`src/rtl/ex_logic_shift_unit.sv`:
```
// EX-stage logic/shift unit: bitwise ops and LUI with a one-cycle registered
// result, SLL/SRL/SRA on an iterative shifter moving up to STEP bits per
// cycle. Valid/ready handshake on issue and writeback, synchronous flush.
module ex_logic_shift_unit #(
    parameter int WIDTH     = 32,
    parameter int IMM_WIDTH = 16,
    parameter int STEP      = 4
) (
    input  logic             clk,
    input  logic             rst,
    input  logic             flush,
    input  logic             in_valid,
    output logic             in_ready,
    input  logic [3:0]       op,
    input  logic [WIDTH-1:0] src0,
    input  logic [WIDTH-1:0] src1,
    output logic             out_valid,
    input  logic             out_ready,
    output logic [WIDTH-1:0] result,
    output logic             busy
);

    localparam int AW = $clog2(WIDTH);
    // One extra bit so STEP == WIDTH is still representable
    localparam int CW = AW + 1;
    localparam logic [CW-1:0] STEP_C = CW'(STEP);

    typedef enum logic [1:0] {S_IDLE, S_SHIFT, S_DONE} state_t;
    typedef enum logic [1:0] {K_SLL, K_SRL, K_SRA} kind_t;
    typedef enum logic [3:0] {
        OP_AND = 4'd0,
        OP_OR  = 4'd1,
        OP_XOR = 4'd2,
        OP_NOR = 4'd3,
        OP_LUI = 4'd4,
        OP_SLL = 4'd5,
        OP_SRL = 4'd6,
        OP_SRA = 4'd7
    } op_t;

    state_t            state_q, state_d;
    logic [WIDTH-1:0]  result_q, result_d;
    logic              out_valid_q, out_valid_d;
    logic [CW-1:0]     rem_q, rem_d;
    kind_t             kind_q, kind_d;
    logic              sign_q, sign_d;

    logic              accept;
    logic [CW-1:0]     amt;
    logic [CW-1:0]     first_d;
    logic [CW-1:0]     cont_d;
    logic              iss_shift;
    kind_t             iss_kind;
    logic [WIDTH-1:0]  iss_result;
    logic [CW-1:0]     iss_rem;
    state_t            iss_state;

    // One shifter step of d bits; SRA fills with the sign captured at issue
    function automatic logic [WIDTH-1:0] shift_step(
        input logic [WIDTH-1:0] v,
        input kind_t            k,
        input logic             s,
        input logic [CW-1:0]    d
    );
        logic [WIDTH-1:0] ones;
        logic [WIDTH-1:0] fill;
        logic [WIDTH-1:0] r;
        ones = '1;
        fill = s ? ~(ones >> d) : '0;
        case (k)
            K_SLL:   r = v << d;
            K_SRL:   r = v >> d;
            default: r = (v >> d) | fill;
        endcase
        return r;
    endfunction

    // Handshake outputs derived directly from state and reset
    always_comb begin
        in_ready = !rst && (state_q == S_IDLE || (state_q == S_DONE && out_ready));
        busy     = (state_q != S_IDLE);
        accept   = in_valid && in_ready && !flush;
    end

    // Result and shifter setup for an operation presented on the issue port
    always_comb begin
        amt        = {1'b0, src1[AW-1:0]};
        first_d    = (amt > STEP_C) ? STEP_C : amt;
        cont_d     = (rem_q > STEP_C) ? STEP_C : rem_q;
        iss_shift  = 1'b0;
        iss_kind   = K_SLL;
        iss_result = '0;
        iss_rem    = '0;
        case (op_t'(op))
            OP_AND: iss_result = src0 & src1;
            OP_OR:  iss_result = src0 | src1;
            OP_XOR: iss_result = src0 ^ src1;
            OP_NOR: iss_result = ~(src0 | src1);
            OP_LUI: iss_result = src1 << (WIDTH - IMM_WIDTH);
            OP_SLL: begin iss_shift = 1'b1; iss_kind = K_SLL; end
            OP_SRL: begin iss_shift = 1'b1; iss_kind = K_SRL; end
            OP_SRA: begin iss_shift = 1'b1; iss_kind = K_SRA; end
            default: iss_result = '0;
        endcase
        if (iss_shift) begin
            iss_result = shift_step(src0, iss_kind, src0[WIDTH-1], first_d);
            iss_rem    = amt - first_d;
        end
        iss_state = (iss_rem != '0) ? S_SHIFT : S_DONE;
    end

    // Next-state logic: flush beats everything but reset
    always_comb begin
        state_d     = state_q;
        result_d    = result_q;
        out_valid_d = out_valid_q;
        rem_d       = rem_q;
        kind_d      = kind_q;
        sign_d      = sign_q;
        if (flush) begin
            state_d     = S_IDLE;
            out_valid_d = 1'b0;
        end else begin
            case (state_q)
                S_IDLE: begin
                    if (accept) begin
                        state_d     = iss_state;
                        result_d    = iss_result;
                        out_valid_d = (iss_state == S_DONE);
                        rem_d       = iss_rem;
                        kind_d      = iss_kind;
                        sign_d      = src0[WIDTH-1];
                    end
                end
                S_SHIFT: begin
                    result_d = shift_step(result_q, kind_q, sign_q, cont_d);
                    rem_d    = rem_q - cont_d;
                    if (rem_q == cont_d) begin
                        state_d     = S_DONE;
                        out_valid_d = 1'b1;
                    end
                end
                S_DONE: begin
                    if (out_ready) begin
                        if (accept) begin
                            state_d     = iss_state;
                            result_d    = iss_result;
                            out_valid_d = (iss_state == S_DONE);
                            rem_d       = iss_rem;
                            kind_d      = iss_kind;
                            sign_d      = src0[WIDTH-1];
                        end else begin
                            state_d     = S_IDLE;
                            out_valid_d = 1'b0;
                        end
                    end
                end
                default: begin
                    state_d     = S_IDLE;
                    out_valid_d = 1'b0;
                end
            endcase
        end
    end

    // State register with synchronous reset
    always_ff @(posedge clk) begin
        if (rst) begin
            state_q     <= S_IDLE;
            result_q    <= '0;
            out_valid_q <= 1'b0;
            rem_q       <= '0;
            kind_q      <= K_SLL;
            sign_q      <= 1'b0;
        end else begin
            state_q     <= state_d;
            result_q    <= result_d;
            out_valid_q <= out_valid_d;
            rem_q       <= rem_d;
            kind_q      <= kind_d;
            sign_q      <= sign_d;
        end
    end

    assign result    = result_q;
    assign out_valid = out_valid_q;

endmodule

```
`config.mk`:
```
export PLATFORM = sky130hd
export DESIGN_NAME = ex_logic_shift_unit
export DESIGN_NICKNAME = d
export VERILOG_FILES = /design/src/rtl/ex_logic_shift_unit.sv
export SDC_FILE = /design/constraint.sdc
export NUM_CORES = 1
export LEC_CHECK = 0
export CAP_MARGIN = 10
export CORE_UTILIZATION = 45
export DETAILED_ROUTE_END_ITERATION = 7
export GPL_ROUTABILITY_DRIVEN = 0
export PLACE_DENSITY = 0.76
export SETUP_SLACK_MARGIN = 0.1
export SYNTH_ARGS = -nofsm -noshare
export SYNTH_HDL_FRONTEND = slang
export SYNTH_SLANG_ARGS = --single-unit
```
`constraint.sdc`:
```
create_clock -name clk -period 3.2 [get_ports clk]
set_input_delay 0.48 -clock clk [delete_from_list [all_inputs] [get_ports clk]]
set_output_delay 0.48 -clock clk [all_outputs]
set_load 0.02 [all_outputs]
```
* Word-level counts from Yosys, hierarchy flattened *
Cells that the tools add are included.

word-level totals
  bits in registers = 44
  latch bits = 0
  bits in writable memories = 0
  bits in read-only memories = 0
  input port bits = 73
  output and inout bits = 35
  word-level logic and storage cells = 95
  memories = 0

operators by class
  $add $sub $neg = 2
  multiply operators = 0
  divide/modulo/power cells = 0
  magnitude comparators = 2
  equal/unequal tests = 16
  shift operators = 6
  multiplexer cells = 34
  bitwise operators = 9
  reductions and logical operators = 20

operators with widths
  operator                                             count
  2-to-1 mux 32 bit                                    5
  case mux 32 bit (5 select lines)                     1
  case mux 32 bit (2 select lines)                     2
  NOT 32 bit                                           3
  OR 32 bit                                            3
  case mux 32 bit (3 select lines)                     1
  bitwise AND 32 bit                                   1
  << shifter 32 x 5 -> 32 bit                          1
  << shifter 32 x 6 -> 32 bit                          1
  right shift 32 x 5 -> 32 bit                         1
  right shift 32 x 5 -> 32 bit (first input constant)  1
  right shift 32 x 6 -> 32 bit                         1
  right shift 32 x 6 -> 32 bit (first input constant)  1
  bitwise XOR 32 bit                                   1
  2-to-1 mux 6 bit                                     4
  case mux 6 bit (3 select lines)                      1
  == test 4 x 3 -> 1 bit (second input constant)       4
  2-to-1 mux 2 bit                                     7
  AND reduction 3 bit                                  3
  == test 4 x 2 -> 1 bit (second input constant)       2
  case mux 2 bit (2 select lines)                      2
  2-to-1 mux 1 bit                                     7
  == test 2 x 1 -> 1 bit (second input constant)       3
  == test 6 bit                                        1
  22 further kinds                                     32

* Depth between registers and ports, before layout *
Gate-level depths: netlist of run 1.

  depth after elaboration = 11
  gate-level depth with buffers = 12
  gate-level depth less buffers = 8

* Worst setup path before layout of run 1 *
OpenSTA, ideal clock, no wires.

  path type = input -> register
  start point = input src1[2]
  end point = register state_q[0]
  library setup time = 0.115 ns
  arrival time = 2.366 ns
  required time = 3.085 ns
  path slack = 0.720 ns
  cell stages on the path = 10
  buffers on the path = 4
  path through = buf_2 > or3_1 > clkbuf_1 > clkbuf_1 > buf_1 > nand2_1 > ha_1 > o31ai_1 > nor2_1 > o21a_1

between the ends
  longest elaborated chain between the ends = 9
  elaborated cells between the ends (all ways) = 10
  those cells by class = add/sub (1); order compare (1); mux (7); reduce/logical (1)

ends and longest elaborated chain
  element                                 line  RTL
  start, declared                         16    input logic [WIDTH-1:0] src1,
  greater-than comparator 5 x 3 -> 1 bit  88    first_d = (amt > STEP_C) ? STEP_C : amt;
  2-to-1 mux 5 bit                        88
  subtractor 5 x 5 -> 6 bit (*)           107   iss_rem = amt - first_d;
  2-to-1 mux 6 bit (*)                    105   if (iss_shift) begin
  nonzero test 6 bit (*)                  109   iss_state = (iss_rem != '0) ? S_SHIFT : S_DONE;
  2-to-1 mux 2 bit (*)                    109
  2-to-1 mux 2 bit                        145   if (accept) begin
  2-to-1 mux 2 bit                        144   if (out_ready) begin
  case mux 2 bit (3 select lines) (*)     124   case (state_q)
  end signal, assigned                    176   state_q <= state_d;
  end, declared                           41    state_t state_q, state_d;

Mark *: on every way between the ends. The rest lies on a longest branch, timed or not. The select of a mux whose other input is x is not followed.
A chain may end at the register's enable or synchronous reset.

* Final worst setup path of run 1 *
  start point = register rem_q[2]
  end point = register result_q[27] (netlist: result[27])

between the ends
  longest elaborated chain between the ends = 8
  elaborated cells between the ends (all ways) = 10
  those cells by class = order compare (1); shift (3); mux (4); bitwise (2)

ends and longest elaborated chain
  element                                 line  RTL
  start, declared                         44    logic [CW-1:0] rem_q, rem_d;
  start signal, assigned                  179   rem_q <= rem_d;
  greater-than comparator 6 x 3 -> 1 bit  89    cont_d = (rem_q > STEP_C) ? STEP_C : rem_q;
  2-to-1 mux 6 bit (*)                    89
  right shift 32 x 6 -> 32 bit            69    fill = s ? ~(ones >> d) : '0;
  NOT 32 bit                              69
  2-to-1 mux 32 bit                       69
  OR 32 bit                               73    default: r = (v >> d) | fill;
  case mux 32 bit (2 select lines) (*)    70    case (k)
  case mux 32 bit (3 select lines) (*)    124
  end signal, assigned                    177   result_q <= result_d;
  end, declared                           42    logic [WIDTH-1:0] result_q, result_d;

Mark *: on every way between the ends. The rest lies on a longest branch, timed or not.

==> out/metrics.csv, run 1 <==
stage,metric,value,unit
final_layout,Area Overhead vs Synth,18.4,%
final_layout,Nets,1419,
clock_tree,post-CTS setup buffers,0,
floorplanning,Initial Util,45.8,%
final_layout,share of cells above drive strength 1,12.5,%
clock_tree,worst-case clock buffer depth,2,
clock_tree,clk slew on worst S/H paths,0.07,ns
setup_path,WS Path Type,reg2reg,
setup_path,Setup crit end kind,flip-flop,
synthesis,Yosys top cell area share,9.66,%
final_layout,most frequent cells in the layout,"nand2_1 (148), clkdlybuf4s50_1 (104), a21oi_1 (91)",
clock_tree,TritonCTS clock tree,done,
clock_tree,CTS-repair resized insts,0,
synthesis,simple-gate area share of the yosys netlist,17.8,%
job,Max Cap Violations,0,
timing,RSZ-0062 raised after global routing,false,
final_layout,Diodes inserted,0,
synthesis,Area contributors post-synth,"dfxtp_1 (9.7%), ha_1 (9.4%), mux4_2 (8.6%), nand2_1 (6.2%), mux2i_1 (6.2%)",
synthesis,Synth cell types,82,
clock_tree,worst skew pair latency,0.30,ns
clock_tree,Clock Sinks,43,
timing,setup violators final,0,
place,Port Buffers,107,
global_routing,GRT Overall Usage,35.9,%
synthesis,post-synthesis compound-gate area fraction,33.1,%
timing,Max Transition Viols Final,0,
floorplanning,Die H,143,µm
timing,Final min period,2.79,ns
drt,Vias,11000,
clock_tree,H-tree depth,2,
timing,Setup TNS Final,0,ns
drt,post-route ant nets,0,
synthesis,xor and xnor fraction of the mapped netlist area,3.05,%
synthesis,largest family of logic cells by synthesized area,compound AO/OA/AOI/OAI gates,
clock_tree,CTS Buf Count,5,
pwr,Leak,4.04,nW
timing,Worst Max-Slew Pin Slew,0.794,ns
synthesis,"Primary FF master, synth",dfxtp_1,
drt,DRC viols,0,
pwr,VDD IR max,0.200,mV
synthesis,adder-cell share of the synthesized area,9.40,%
drt,DRT Wirelength,37000,µm
floorplanning,Core Region,0.0195,mm²
setup_path,WP data required,3.37,ns
worst_hold_path,worst hold path class,reg2reg,
floorplanning,Die ar.,0.0204,mm²
clock_tree,hold-fix buffers at CTS,0,
final_layout,# fillers,1804,
timing,Fmax,358,MHz
synthesis,multiplexer share of the synthesized area,17.4,%
drt,initial DRC count,2445,
clock_tree,root buffer cell,clkbuf_16,
synthesis,#FFs+latches synth,43,
final_layout,"commonest non-fill, non-tap cell in the layout",nand2_1,
pwr,power per cell area,214,mW/mm²
global_routing,first-pass GRT wire length,56600,µm
drt,drt first pass iters,7,
synthesis,number of synthesized flops with an enable pin,0,
synthesis,Synth warnings,0,
drt,via/cell ratio,7.15,
setup_path,CP Max Fanout,43,
floorplanning,# IOs,108,
place,hpwl dp,27100,µm
floorplanning,Die W,143,µm
global_routing,largest net degree at the start of global routing,48,
drt,DR WL/cell,24.0,µm
timing,Hold Fails Final Rpt,0,
setup_path,CP arrival,2.96,ns
global_routing,antenna violations before repair,0,
synthesis,"FFs w/ async S/R, synth",0,%
floorplanning,Rows,51,
global_routing,vias in the first global route,9824,
run_status,status,"complete, no violations",
pwr,total power,2.26,mW
timing,crit share post-route,87.2,%
synthesis,cell area after synthesis,0.00891,mm²
synthesis,Syn Inst Count,1217,
global_routing,total global routing overflow,0,
timing,Slew Limit Headroom,46.9,%
synthesis,Synth area leader,dfxtp_1,
synthesis,Mapped Avg Cell Area,7.32,µm²
timing,worst clock skew,0.00895,ns
synthesis,"Seq/Total Area, Yosys",9.66,%
setup_path,Startpoint Class,flip-flop,
## state kept, by name (all words and copies together) (netlist names)
signal and flops:
result 32, rem_q 6, kind_q 2, state_q 2, sign_q 1
## area by class of cell
class / instances / area, µm² / area share, %
clock buffer: 6 / 139 / 1.32
sequential: 43 / 863 / 8.18
multi-input combinational: 973 / 7240 / 68.6
tap: 265 / 332 / 3.14
inverter: 73 / 274 / 2.60
timing repair buffer: 183 / 1660 / 15.8
clock inverter: 2 / 38.8 / 0.368
## synthesized netlist by cell type (23+ instances only)
master and instances:
nand2_1 148, nor2_1 64, a22oi_1 32, a21oi_1 92, a211oi_1 29, dfxtp_1 43
nand3_1 29, mux2i_1 55, inv_1 69, o21ai_0 77, a221oi_1 23, a31oi_1 29
clkbuf_1 82, mux4_2 34, xnor2_1 26, o211ai_1 26, ha_1 67
## per-layer routing
| layer | GRT usage, % | part of all wire, % | up-vias |
|---|---|---|---|
| li1 | - | - | 4722 |
| met1 | 47.8 | 36 | 5050 |
| met2 | 53.6 | 42 | 1082 |
| met3 | 8.28 | 15 | 192 |
| met4 | 19.1 | 6.0 | 0 |
| met5 | 0 | 0 | - |
## per-stage QoR
| stage | instance area (µm²) | setup slack (ns) | utilization, % | hold slack, ns | instances |
|---|---|---|---|---|---|
| 2_1_floorplan | 8920 | 0.720 | - | 0.450 | 1218 |
| 3_3_place_gp | 10400 | 0.178 | 53.3 | 0.502 | 1537 |
| 3_5_place_dp | 10400 | 0.167 | 53.3 | 0.505 | 1537 |
| 4_1_cts | 10600 | 0.466 | 54.2 | 0.512 | 1545 |
| 5_1_grt | 10600 | 0.349 | 54.2 | 0.544 | 1545 |
| 6_report | 10600 | 0.410 | 54.2 | 0.520 | 1545 |
## final timing paths
kind | startpoint | to | slack (ns) | depth (start not counted)
max | rem_q[2] | result[27] | 0.41 | 7
min reg2reg | sign_q | sign_q | 0.52 | 2
max reg2reg | rem_q[2] | result[27] | 0.41 | 7
min | sign_q | sign_q | 0.52 | 2
## power breakdown
| group | internal (mW) | switching, mW |
|---|---|---|
| sequential | 0.551 | 0.0520 |
| clock | 0.393 | 0.246 |
| combinational | 0.432 | 0.587 |
## worst max-delay path, stage by stage, from the launching register on
cell and delay [ns]:
dfxtp_1 0.40, or4_1 0.63, buf_4 0.34, nor2_1 0.34
mux2i_1 0.22, a211oi_1 0.12, o41ai_1 0.47, a21oi_1 0.13
## kinds of logic after synthesis
family,count (synthesis)
AOI/OAI and AO/OA,428
xor gates and xnor gates,31
adders and majority gates,67
buffers and inverters,202
DFF,43
muxes,106
other,2
and+or+nand+nor,338
Note: power is estimated with default switching activity, not from simulation.
==> run 2, diff against run 1 <==
==> constraint.sdc (replaced) <==
create_clock -name clk -period 3.3 [get_ports clk]
set_input_delay 0.495 -clock clk [delete_from_list [all_inputs] [get_ports clk]]
set_output_delay 0.495 -clock clk [all_outputs]
set_load 0.02 [all_outputs]
==> run 2 against run 1 <==
Power fell by 3.5%; register-to-register slack improved by 0.20 ns; routed wire length fell by 0.70%; via count fell by 0.95%; cell area fell by 0.66%; die area did not move; flip-flop and latch count did not move.
==> out/metrics.csv, run 2 (synthesis results as in run 1) <==
stage,metric,value,unit
place,hpwl dp,26600,µm
clock_tree,hold-fix buffers at CTS,0,
final_layout,fin cells,1529,
clock_tree,clk slew on worst S/H paths,0.07,ns
floorplanning,Die H,143,µm
clock_tree,Clock Sinks,43,
drt,initial DRC count,2164,
setup_path,CP Max Fanout,9,
clock_tree,H-tree depth,2,
timing,Final min period,2.92,ns
floorplanning,Die ar.,0.0204,mm²
timing,RSZ-0062 raised after global routing,false,
drt,DRT Wirelength,36700,µm
worst_hold_path,worst hold path class,reg2reg,
floorplanning,Die W,143,µm
setup_path,R2R setup slack,0.61,ns
floorplanning,Core Region,0.0195,mm²
drt,DRC viols,0,
setup_path,"delay-heaviest family, CP",buffers and inverters,
setup_path,"Slowest-stage cell, CP",clkdlybuf4s50_1,
final_layout,"commonest non-fill, non-tap cell in the layout",nand2_1,
setup_path,"Critical Path, Cell by Cell",clkdlybuf4s50_1 > buf_4 > or2_2 > nor3_2 > buf_4 > a221oi_1 > o2111ai_1 > a32o_1,
timing,setup violators final,0,
global_routing,antenna violations before repair,0,
global_routing,GRT Overall Usage,36.0,%
clock_tree,root buffer cell,clkbuf_16,
floorplanning,Initial Util,45.8,%
setup_path,Most Frequent Cell on Critical Path,buf_4,
drt,drt first pass iters,7,
setup_path,Worst Setup EP,result[13],
timing,Setup TNS Final,0,ns
setup_path,Crit. path cell count,8,
pwr,Leak,3.97,nW
setup_path,reg-to-reg endpoint,result[28],
clock_tree,CTS-repair resized insts,0,
timing,Hold Fails Final Rpt,0,
final_layout,final core utilization,53.9,%
final_layout,Nets,1403,
global_routing,largest net degree at the start of global routing,64,
final_layout,Diodes inserted,0,
place,Post-DP Area,0.0103,mm²
clock_tree,worst-case clock buffer depth,2,
floorplanning,Rows,51,
global_routing,total global routing overflow,0,
setup_path,Setup crit end kind,flip-flop,
drt,via/cell ratio,7.16,
setup_path,WP buf/inv,3,
global_routing,vias in the first global route,9862,
drt,post-route ant nets,0,
pwr,VDD IR max,0.173,mV
timing,Max Transition Viols Final,0,
floorplanning,# IOs,108,
setup_path,CP arrival,3.10,ns
timing,crit share post-route,88.5,%
setup_path,FF-to-FF path depth,7,
job,Max Cap Violations,0,
clock_tree,post-CTS setup buffers,0,
pwr,power per cell area,208,mW/mm²
clock_tree,worst skew pair latency,0.30,ns
setup_path,WS Path Type,in2reg,
final_layout,most frequent cells in the layout,"nand2_1 (148), clkdlybuf4s50_1 (104), a21oi_1 (91)",
setup_path,Worst path max stage delay,0.67,ns
drt,Vias,10900,
final_layout,design area,0.0105,mm²
timing,worst clock skew,0.00713,ns
place,Port Buffers,107,
setup_path,WP data required,3.48,ns
final_layout,max reg flops,32,
final_layout,Area Overhead vs Synth,17.6,%
drt,DR WL/cell,24.0,µm
setup_path,RR Startpoint,rem_q[2],
run_status,status,"complete, no violations",
final_layout,share of cells above drive strength 1,11.4,%
timing,Fin Hold WS,0.516,ns
clock_tree,CTS Buf Count,5,
setup_path,Startpoint Class,primary input,
clock_tree,TritonCTS clock tree,done,
place,placed cells,1521,
timing,Fmax,342,MHz
setup_path,CP startpoint,op[3],
timing,Slew Limit Headroom,31.7,%
global_routing,first-pass GRT wire length,56800,µm
timing,Worst Max-Slew Pin Slew,1.02,ns
-- run 2: changes by cell type in the layout (fill, tap and decap cells not counted), sizes merged --
cell | before | now
buf | 79 | 63
-- run 2: worst min-delay path by stage --
stage	start	to	slack (ns)	cells after the start
3_5_place_dp	sign_q	sign_q	0.49	2
4_1_cts	sign_q	sign_q	0.50	2
3_3_place_gp	sign_q	sign_q	0.48	2
5_1_grt	sign_q	sign_q	0.53	2
2_1_floorplan	sign_q	sign_q	0.45	2
6_report	sign_q	sign_q	0.52	2
-- run 2: layout make-up --
cell class                 instances  area [µm²]
clock buffer                       6         139
clock inverter                     2        38.8
fill                            1811        8980
inverter                          73         274
multi-input combinational        973        7240
sequential                        43         863
tap                              265         332
timing repair buffer             167        1590
-- run 2: metal layers --
layer	vias to the layer above	GRT usage (%)	wire length, µm
met5	-	0	0
met4	0	18.0	2160
met3	194	8.75	5720
met2	1032	53.6	15100
met1	5034	48.3	13700
li1	4681	-	-
-- run 2: metrics by stage --
| stage | worst slack, ns | power [mW] |
|---|---|---|
| global placement | 0.226 | 1.51 |
| global route | 0.378 | 2.25 |
| detailed placement | 0.249 | 1.53 |
| CTS | 0.560 | 2.13 |
| finish | 0.380 | 2.18 |
| floorplan | 0.805 | 1.15 |
-- run 2: tightest hold or removal path: cells and delay by family (launching register included) --
kind               cells  cell delay (ns)
DFF                    1             0.34
and+or+nand+nor        1             0.07
AOI/OAI and AO/OA      1             0.06
-- run 2: power by group --
group	internal (mW)	switching [mW]	leakage, nW	total (mW)
logic	0.415	0.571	3.54	0.986
clock network	0.381	0.230	0.0875	0.611
registers	0.534	0.0490	0.349	0.583
total	1.33	0.849	3.97	2.18
